**src/rtl/reaction_timer_pkg.sv**
```systemverilog
// Shared definitions for the reaction-time game: widths, default timing limits
// and the round state encoding.
package reaction_pkg;

  localparam int RESULT_W          = 14;
  localparam int DELAY_W           = 13;
  localparam int DEF_MIN_DELAY_MS  = 500;
  localparam int DEF_MAX_RESULT_MS = 9999;

  typedef logic [2:0] state_t;

  localparam state_t ST_IDLE    = 3'd0;
  localparam state_t ST_REQ     = 3'd1;
  localparam state_t ST_LOAD    = 3'd2;
  localparam state_t ST_WAIT    = 3'd3;
  localparam state_t ST_MEASURE = 3'd4;
  localparam state_t ST_DONE    = 3'd5;

  function automatic logic is_busy(input state_t st);
    return (st == ST_REQ) || (st == ST_LOAD) || (st == ST_WAIT) || (st == ST_MEASURE);
  endfunction

endpackage

```
**src/rtl/reaction_timer_ms_tick_gen.sv**
```systemverilog
// Millisecond prescaler: counts 0..TICKS_PER_MS-1 and raises tick on the wrap cycle.
// A synchronous clear restarts the count so the next tick lands TICKS_PER_MS cycles later.
module ms_tick_gen #(
  parameter int TICKS_PER_MS = 50000
) (
  input  logic clk,
  input  logic reset,
  input  logic clear,
  output logic tick
);

  localparam int CNT_W = (TICKS_PER_MS > 1) ? $clog2(TICKS_PER_MS) : 1;
  localparam logic [CNT_W-1:0] LAST = CNT_W'(TICKS_PER_MS - 1);

  logic [CNT_W-1:0] cnt_q, cnt_d;
  logic             tick_q;

  // Next prescaler value.
  always_comb begin
    cnt_d = cnt_q;
    if (clear) begin
      cnt_d = {CNT_W{1'b0}};
    end else if (cnt_q == LAST) begin
      cnt_d = {CNT_W{1'b0}};
    end else begin
      cnt_d = cnt_q + 1'b1;
    end
  end

  // Prescaler register; tick is registered so it coincides with the wrap cycle.
  always_ff @(posedge clk) begin
    if (reset) begin
      cnt_q  <= {CNT_W{1'b0}};
      tick_q <= 1'b0;
    end else begin
      cnt_q  <= cnt_d;
      tick_q <= (cnt_d == LAST);
    end
  end

  assign tick = tick_q;

endmodule

```
**src/rtl/reaction_timer.sv**
```systemverilog
// Reaction-time round controller: fetches a random pre-stimulus delay from the LFSR,
// lights the stimulus LED after it expires and measures the player's response in ms.
module reaction_timer
  import reaction_pkg::*;
#(
  parameter int TICKS_PER_MS  = 50000,
  parameter int MIN_DELAY_MS  = DEF_MIN_DELAY_MS,
  parameter int MAX_RESULT_MS = DEF_MAX_RESULT_MS,
  parameter int RAND_W        = 12
) (
  input  logic                clk,
  input  logic                reset,
  input  logic                start,
  input  logic                react,
  input  logic [RAND_W-1:0]   rand_val,
  output logic                rand_req,
  output logic                stim_led,
  output logic                busy,
  output logic [RESULT_W-1:0] result_ms,
  output logic                result_valid,
  output logic                false_start,
  output logic                timeout
);

  localparam logic [RESULT_W-1:0] MAX_C = RESULT_W'(MAX_RESULT_MS);
  localparam logic [DELAY_W-1:0]  MIN_C = DELAY_W'(MIN_DELAY_MS);

  state_t              state_q, state_d;
  logic [RESULT_W-1:0] cnt_q, cnt_d, cnt_inc_s;
  logic [DELAY_W-1:0]  delay_q, delay_d;
  logic [RESULT_W-1:0] result_q, result_d;
  logic                valid_q, valid_d;
  logic                fs_q, fs_d;
  logic                to_q, to_d;
  logic                rand_req_q, stim_q, busy_q;
  logic                tick_s, clear_s;

  assign cnt_inc_s = cnt_q + {{(RESULT_W-1){1'b0}}, 1'b1};
  // The prescaler only runs inside WAIT/MEASURE and restarts on every state change.
  assign clear_s   = (state_d != state_q) || !((state_q == ST_WAIT) || (state_q == ST_MEASURE));

  ms_tick_gen #(.TICKS_PER_MS(TICKS_PER_MS)) u_tick (
    .clk   (clk),
    .reset (reset),
    .clear (clear_s),
    .tick  (tick_s)
  );

  // Round state machine and result bookkeeping.
  always_comb begin
    state_d  = state_q;
    cnt_d    = cnt_q;
    delay_d  = delay_q;
    result_d = result_q;
    valid_d  = valid_q;
    fs_d     = fs_q;
    to_d     = to_q;
    case (state_q)
      ST_IDLE, ST_DONE: begin
        if (start) begin
          state_d  = ST_REQ;
          result_d = {RESULT_W{1'b0}};
          valid_d  = 1'b0;
          fs_d     = 1'b0;
          to_d     = 1'b0;
        end else begin
          state_d  = state_q;
        end
      end
      ST_REQ: begin
        state_d = ST_LOAD;
      end
      ST_LOAD: begin
        delay_d = MIN_C + DELAY_W'(rand_val);
        cnt_d   = {RESULT_W{1'b0}};
        state_d = ST_WAIT;
      end
      ST_WAIT: begin
        if (react) begin
          state_d  = ST_DONE;
          fs_d     = 1'b1;
          result_d = {RESULT_W{1'b0}};
          valid_d  = 1'b0;
        end else if (tick_s) begin
          if (cnt_inc_s >= RESULT_W'(delay_q)) begin
            state_d = ST_MEASURE;
            cnt_d   = {RESULT_W{1'b0}};
          end else begin
            cnt_d   = cnt_inc_s;
          end
        end else begin
          cnt_d = cnt_q;
        end
      end
      ST_MEASURE: begin
        // react beats a coincident saturating tick and reports the count before it.
        if (react) begin
          state_d  = ST_DONE;
          result_d = cnt_q;
          valid_d  = 1'b1;
        end else if (tick_s) begin
          if (cnt_inc_s >= MAX_C) begin
            state_d  = ST_DONE;
            result_d = MAX_C;
            valid_d  = 1'b1;
            to_d     = 1'b1;
            cnt_d    = MAX_C;
          end else begin
            cnt_d    = cnt_inc_s;
          end
        end else begin
          cnt_d = cnt_q;
        end
      end
      default: begin
        state_d = ST_IDLE;
      end
    endcase
  end

  // State, counters and registered outputs; outputs are decoded from the next state.
  always_ff @(posedge clk) begin
    if (reset) begin
      state_q    <= ST_IDLE;
      cnt_q      <= {RESULT_W{1'b0}};
      delay_q    <= {DELAY_W{1'b0}};
      result_q   <= {RESULT_W{1'b0}};
      valid_q    <= 1'b0;
      fs_q       <= 1'b0;
      to_q       <= 1'b0;
      rand_req_q <= 1'b0;
      stim_q     <= 1'b0;
      busy_q     <= 1'b0;
    end else begin
      state_q    <= state_d;
      cnt_q      <= cnt_d;
      delay_q    <= delay_d;
      result_q   <= result_d;
      valid_q    <= valid_d;
      fs_q       <= fs_d;
      to_q       <= to_d;
      rand_req_q <= (state_d == ST_REQ);
      stim_q     <= (state_d == ST_MEASURE);
      busy_q     <= is_busy(state_d);
    end
  end

  assign rand_req     = rand_req_q;
  assign stim_led     = stim_q;
  assign busy         = busy_q;
  assign result_ms    = result_q;
  assign result_valid = valid_q;
  assign false_start  = fs_q;
  assign timeout      = to_q;

endmodule

```
**config.mk**
```make
export PLATFORM = sky130hd
export DESIGN_NAME = reaction_timer
export DESIGN_NICKNAME = d
export VERILOG_FILES = /design/src/rtl/reaction_timer_pkg.sv /design/src/rtl/reaction_timer_ms_tick_gen.sv /design/src/rtl/reaction_timer.sv
export SDC_FILE = /design/constraint.sdc
export NUM_CORES = 1
export LEC_CHECK = 0
export ABC_AREA = 1
export ABC_CLOCK_PERIOD_IN_PS = 6300
export BUFFER_PORTS_ARGS = -buffer_cell sky130_fd_sc_hd__buf_2
export CAP_MARGIN = 5
export CORE_MARGIN = 2
export CORE_UTILIZATION = 32
export CTS_CLUSTER_DIAMETER = 120
export DETAILED_ROUTE_END_ITERATION = 16
export GPL_TIMING_DRIVEN = 0
export SYNTH_ARGS = -nofsm -noshare
export SYNTH_HDL_FRONTEND = slang
export SYNTH_SLANG_ARGS = --single-unit
```
**constraint.sdc**
```tcl
create_clock -name clk -period 6.3 [get_ports clk]
set_input_delay 0.315 -clock clk [delete_from_list [all_inputs] [get_ports clk]]
set_output_delay 0.315 -clock clk [all_outputs]
set_load 0.01 [all_outputs]
```
# == After elaboration in Yosys (flattened, before gate mapping) ==
# Cells that the tools add are included.
# word_totals
reg_bits,67
wordCells,87
# classes
add_sub_neg,3
n_lt_le_gt_ge,2
n_eq_ne,21
mux,33
n_reduce_logical,16
# op_table
cell,n
2-to-1 mux 14 bit,11
case mux 14 bit (3 select lines),2
== test 16 bit (second input constant),2
2-to-1 mux 16 bit,2
2-to-1 mux 3 bit,7
adder 16 x 1 -> 16 bit (second input constant),1
case mux 3 bit (5 select lines),1
AND reduction 5 bit,3
adder 14 x 1 -> 14 bit (second input constant),1
greater-or-equal comparator 14 x 13 -> 1 bit,1
greater-or-equal comparator 14 bit (second input constant),1
adder 9 x 12 -> 13 bit (first input constant),1
== test 3 x 2 -> 1 bit (second input constant),4
== test 3 bit (second input constant),3
!= test 2 bit (second input constant),4
2-to-1 mux 1 bit,7
== test 3 x 1 -> 1 bit (second input constant),2
!= test 2 x 1 -> 1 bit (second input constant),3
!= test 3 x 2 -> 1 bit (second input constant),2
nonzero test 3 bit,2
logical OR 1 bit,5
case mux 1 bit (2 select lines),2
nonzero test 2 bit,2
zero test 3 bit,1
5 further kinds,5

# == Depth between registers and ports, before layout ==
# logic_depth
word_depth,10
depth_mapped,23
mapped_depth_nobuf,23

# == By module ==
# From an unflattened synthesis, not the netlist that was laid out.
# hier_totals
cells_unflattened,604
hier_area_um2,3968.8
# modules_own_cells
module,instances,cells_each,area_each_um2
reaction_timer,1,444,2992.9
ms_tick_gen,1,160,975.9

# == Least setup slack after synthesis ==
# OpenSTA, ideal clock, no wires.
# synth_path
path_type,register to register
start,register cnt_q[0]
end,register u_tick.cnt_q[0]
arrival_ns,2.487
required_time_ns,6.236
setup_slack_ns,3.749
stages_incl_launch_ff,22
path_buffers,0
synth_period_minus_slack_ns,2.551
path_cell_list,dfxtp_1 > ha_1 > nand2_1 > nor2_2 > nand3_1 > nand2_1 > nand2_1 > ha_1 > inv_1 > nor2_1 > nand4_1 > nor2_2 > nand2_1 > nand2_2 > nand2_1 > nand2_1 > nand2_1 > nand2_2 > nand3_4 > nand2_8 > nand3_4 > nor2_2
# synth_via
elab_chain_cells,9
word_cells_on_any_way,13
classes_between,1 x add/sub; 2 x order compare; 1 x eq/ne; 8 x mux; 1 x reduce/logical
# synth_lines
element,line_no,rtl
start: declaration,reaction_timer.sv:29,"logic [RESULT_W-1:0] cnt_q, cnt_d, cnt_inc_s;"
start signal: assignment,reaction_timer.sv:125,cnt_q <= {RESULT_W{1'b0}};
start signal: assignment,reaction_timer.sv:136,cnt_q <= cnt_d;
adder 14 x 1 -> 14 bit (*),reaction_timer.sv:38,"assign cnt_inc_s = cnt_q + {{(RESULT_W-1){1'b0}}, 1'b1};"
greater-or-equal comparator 14 bit / greater-or-equal comparator 14 x 13 -> 1 bit (equally long branches),"reaction_timer.sv:102, reaction_timer.sv:85",
"2-to-1 mux 3 bit, on equally long branches","reaction_timer.sv:102, reaction_timer.sv:85",
"2-to-1 mux 3 bit, on equally long branches","reaction_timer.sv:101, reaction_timer.sv:84",
"2-to-1 mux 3 bit, on equally long branches","reaction_timer.sv:97, reaction_timer.sv:79",
case mux 3 bit (5 select lines) (*),reaction_timer.sv:58,case (state_q)
!= test 3 bit (*),reaction_timer.sv:40,assign clear_s = (state_d != state_q) || !((state_q == ST_WAIT) || (state_q == ST_MEASURE));
logical OR 1 bit (*),reaction_timer.sv:40,
2-to-1 mux 16 bit (*),reaction_timer_ms_tick_gen.sv:21,if (clear) begin
end signal: assignment,reaction_timer_ms_tick_gen.sv:33,cnt_q <= {CNT_W{1'b0}};
end signal: assignment,reaction_timer_ms_tick_gen.sv:36,cnt_q <= cnt_d;
end: declaration,reaction_timer_ms_tick_gen.sv:15,"logic [CNT_W-1:0] cnt_q, cnt_d;"
# Every way passes the cells marked *; elsewhere a longest branch is shown, timed or not.
# A chain may end at the register's enable or synchronous reset.

# == Worst setup path after layout ==
# layout_path
start,register cnt_q[0]
end,register busy_q (netlist: busy)
# layout_via
elab_chain_cells,10
word_cells_on_any_way,17
classes_between,1 x add/sub; 2 x order compare; 4 x eq/ne; 7 x mux; 3 x reduce/logical
# layout_lines
element,line_no,rtl
adder 14 x 1 -> 14 bit (*),reaction_timer.sv:38,
greater-or-equal comparator 14 bit / greater-or-equal comparator 14 x 13 -> 1 bit (equally long branches),"reaction_timer.sv:102, reaction_timer.sv:85",
"2-to-1 mux 3 bit, on equally long branches","reaction_timer.sv:102, reaction_timer.sv:85",
"2-to-1 mux 3 bit, on equally long branches","reaction_timer.sv:101, reaction_timer.sv:84",
"2-to-1 mux 3 bit, on equally long branches","reaction_timer.sv:97, reaction_timer.sv:79",
case mux 3 bit (5 select lines) (*),reaction_timer.sv:58,
== test 3 x 1 -> 1 bit / == test 3 x 2 -> 1 bit (equally long branches),reaction_timer_pkg.sv:20,return (st == ST_REQ) || (st == ST_LOAD) || (st == ST_WAIT) || (st == ST_MEASURE);
logical OR 1 bit (2 in series),reaction_timer_pkg.sv:20,
logical OR 1 bit (*),reaction_timer_pkg.sv:20,
end signal: assignment,reaction_timer.sv:144,busy_q <= is_busy(state_d);
end: declaration,reaction_timer.sv:35,"logic rand_req_q, stim_q, busy_q;"
# Marked as above.

==> results.toml <==
[status]
status = "finished clean"

[setup_path]
worstSetupStartpointType = "register"
crit_arrival_ns = 3.37
end_kind = "register"
cp-endpoint = "busy"
r2r_setup_slack_ns = 3.15
slowest_stage = "dfxtp_1"
path_max_fanout = 6
timing.rr.end = "busy"
crit_start = "cnt_q[0]"
worstRegToRegCells = 21
slowest_delay_ns = 0.48
crit_top_cell = "nand2_1"
required_ns = 6.52
r2r-start = "cnt_q[0]"
path_class = "reg2reg"
cp_cell_sequence = "ha_1 > nand2_1 > nor2_2 > nand3_1 > nand2_1 > nand2_1 > ha_1 > inv_1 > nor2_1 > nand4_1 > nor2_2 > nand2_1 > nand2_2 > nand2_1 > nand2_1 > nand2_1 > nand2_2 > nand3_4 > nor2_1 > nand2_1 > o21ai_0"

[power]
p_leak_nw = 1.92
power-per-cell-area_mw_per_mm2 = 292
ir_worst_vdd_mv = 0.133

[cts]
h-tree-depth = 3
cts.root.buffer_cell = "clkbuf_16"
cts.sinks = 67
post_cts_buffers = 0
cts_resized = 0
hold_buffers = 0
clockBufferDepth = 2
numCtsBuffers = 9
cts_tree = "yes"
insertion_delay_ns = 0.34
clk_pin_slew_ns = 0.06

[sta]
maxSlewViolCount = 0
fin_skew_ns = 0.00774
fin_crit_ns = 3.15
max_slew_margin_pct = 27.7
timing.final.ws_setup_ns = 3.15
rsz0062_at_grt = "no"
clock.fmax_ghz = 0.318
post-route-period-util_pct = 50.0
hold_violations = 0
finalSetupTns_ns = 0
worst_slew_pin_slew_ns = 1.07
final-setup-viol-count = 0

[placed_design]
gp_congestion = 0.883
port_buffers = 34
hpwlAfterDp_mm = 7.45
place_ws_ns = 3.18

[global_routing]
grt.overflow.total = 0
grt_use_met2_pct = 26.4
grt.total_usage_pct = 15.6
grt_max_degree = 12
top_usage_layer = "met2"
grt_pass1_wl_mm = 16.3
met3_usage_pct = 5.06
use_met1_pct = 18.9
antenna_found_initial = 0
grt_pass1_vias = 3449

[routing]
totalWireLength_mm = 9.59
route.vias.total = 3735
vias_per_cell = 4.85
ant_nets = 0
first_iter_violations = 227
drt_pre_antenna_iters = 4
post_drt_wl_per_cell_um = 12.5
drc = 0

[logic_synthesis]
ys_seq_area_share_pct = 34.1
syn-num-nets = 606
synth_cell_type_count = 36
yosysWarnings = 0
syn_area_mm2 = 0.00393
synthCells = 573
syn_avg_cell_area_um2 = 6.86
yosys_register_bits = 67

[worst_hold_path]
hold_class = "in2reg"
min_from = "rand_val[2]"

[cells_and_area]
final_cell_mix = "nand2_1 (131), inv_1 (76), dfxtp_1 (67), nor2_1 (52), a21oi_1 (44)"
fill_cells = 1321
area_delta_synth_final_pct = 16.2
nets = 651
drive_gt1_share_pct = 15.7
layout_commonest_cell = "nand2_1"
final_util_pct = 38.0
diodes = 0

[floorplan]
start_util_pct = 32.7
num_rows = 40
fp.dieH_um = 115
design.core.area_mm2 = 0.0120
io-pin-count = 36
die_w_um = 115
die_area_mm2 = 0.0132

[flow_run]
cap_viol_max_count = 0
## power breakdown
group	switching (mW)	internal [mW]	leakage, nW
clock network	0.181	0.286	0.135
registers	0.0245	0.464	0.542
logic	0.251	0.125	1.25
total	0.457	0.874	1.92
## layout make-up
cell class                      instances  area, um^2  share of cell area, %
Multi-Input combinational cell        412        2220                   48.6
Clock buffer                           12         256                   5.62
Tap cell                              147         184                   4.03
Inverter                               78         293                   6.41
Sequential cell                        67        1340                   29.4
Clock inverter                          4        25.0                  0.548
Timing Repair Buffer                   34         170                   3.73
Buffer                                 16        76.3                   1.67
## synthesized netlist by cell type
library cell	count	area (um^2)
xnor2_1	5	43.8
nor2_1	52	195
o22ai_1	2	12.5
buf_2	4	20.0
inv_1	76	285
a211oi_1	1	7.51
nand3_2	5	50.1
nand2_2	7	43.8
nor4_1	4	25.0
nand2_4	1	11.3
nand3_4	2	35.0
a21oi_1	44	220
o211ai_1	4	30.0
ha_1	17	213
o21ai_0	36	180
inv_2	2	7.51
o21ai_1	1	5.00
o21ai_2	1	8.76
a21oi_2	2	17.5
xor2_1	10	87.6
nand2_8	1	20.0
nor3_4	1	16.3
nand3_1	32	160
or2_2	2	12.5
a31oi_1	6	37.5
nand4_1	10	62.6
buf_4	3	22.5
nor2_2	16	100
or2_1	1	6.26
nor2_4	1	11.3
dfxtp_1	67	1340
nand4_4	1	21.3
nand3b_1	6	45.0
nor3_1	10	50.1
nand2_1	131	492
clkbuf_1	9	33.8
## state kept, by name (all words and copies together), names as in the netlist
register,cells
delay_q,13
cnt_q,14
u_tick.tick,1
u_tick.cnt_q,16
busy,1
state_q,3
false_start,1
rand_req,1
timeout,1
result_valid,1
result_ms,14
stim_led,1
## per-stage QoR
stage,hold WS [ns],area (um^2),total power [mW],std cells
final,0.188,4570,1.33,770
after floorplan,0.405,3930,0.780,573
after detailed placement,0.448,4290,0.873,754
after CTS,0.184,4570,1.35,770
after global routing,0.194,4570,1.42,770
after global placement,0.445,4290,0.866,754
## cells by family after synthesis
| group | after synthesis | synth area share, % |
|---|---|---|
| AND/OR/NAND/NOR | 283 | 34.5 |
| adder cells (fa/ha/maj) | 17 | 5.41 |
| AO/OA/AOI/OAI | 97 | 13.2 |
| flip-flops | 67 | 34.1 |
| buffers and inverters | 94 | 9.39 |
| XOR/XNOR | 15 | 3.34 |
## how the worst min path moves through the flow
stage                               end  slack [ns]  cells after the start
after CTS                    delay_q[2]        0.18                      2
final                        delay_q[2]        0.19                      2
after floorplan              delay_q[2]        0.41                      1
after global routing         delay_q[2]        0.19                      2
after detailed placement  result_ms[11]        0.45                      2
after global placement     result_ms[7]        0.44                      2
## layer usage
layer  share of wire [%]  vias to the layer above  wire (um)
li1                    -                     1958          -
met4                 1.6                        0        157
met3                 4.8                       14        464
met1                  47                     1678       4500
met2                  47                       85       4460
met5                   0                        -          0
## worst max-delay path: cells and delay by family (launching register included)
family,cells,cell delay [ns]
fa+ha+maj,2,0.58
buf+inv,1,0.05
flops,1,0.48
compound gates,1,0.15
simple gates,17,1.76
(Power assumes the default switching activity.)
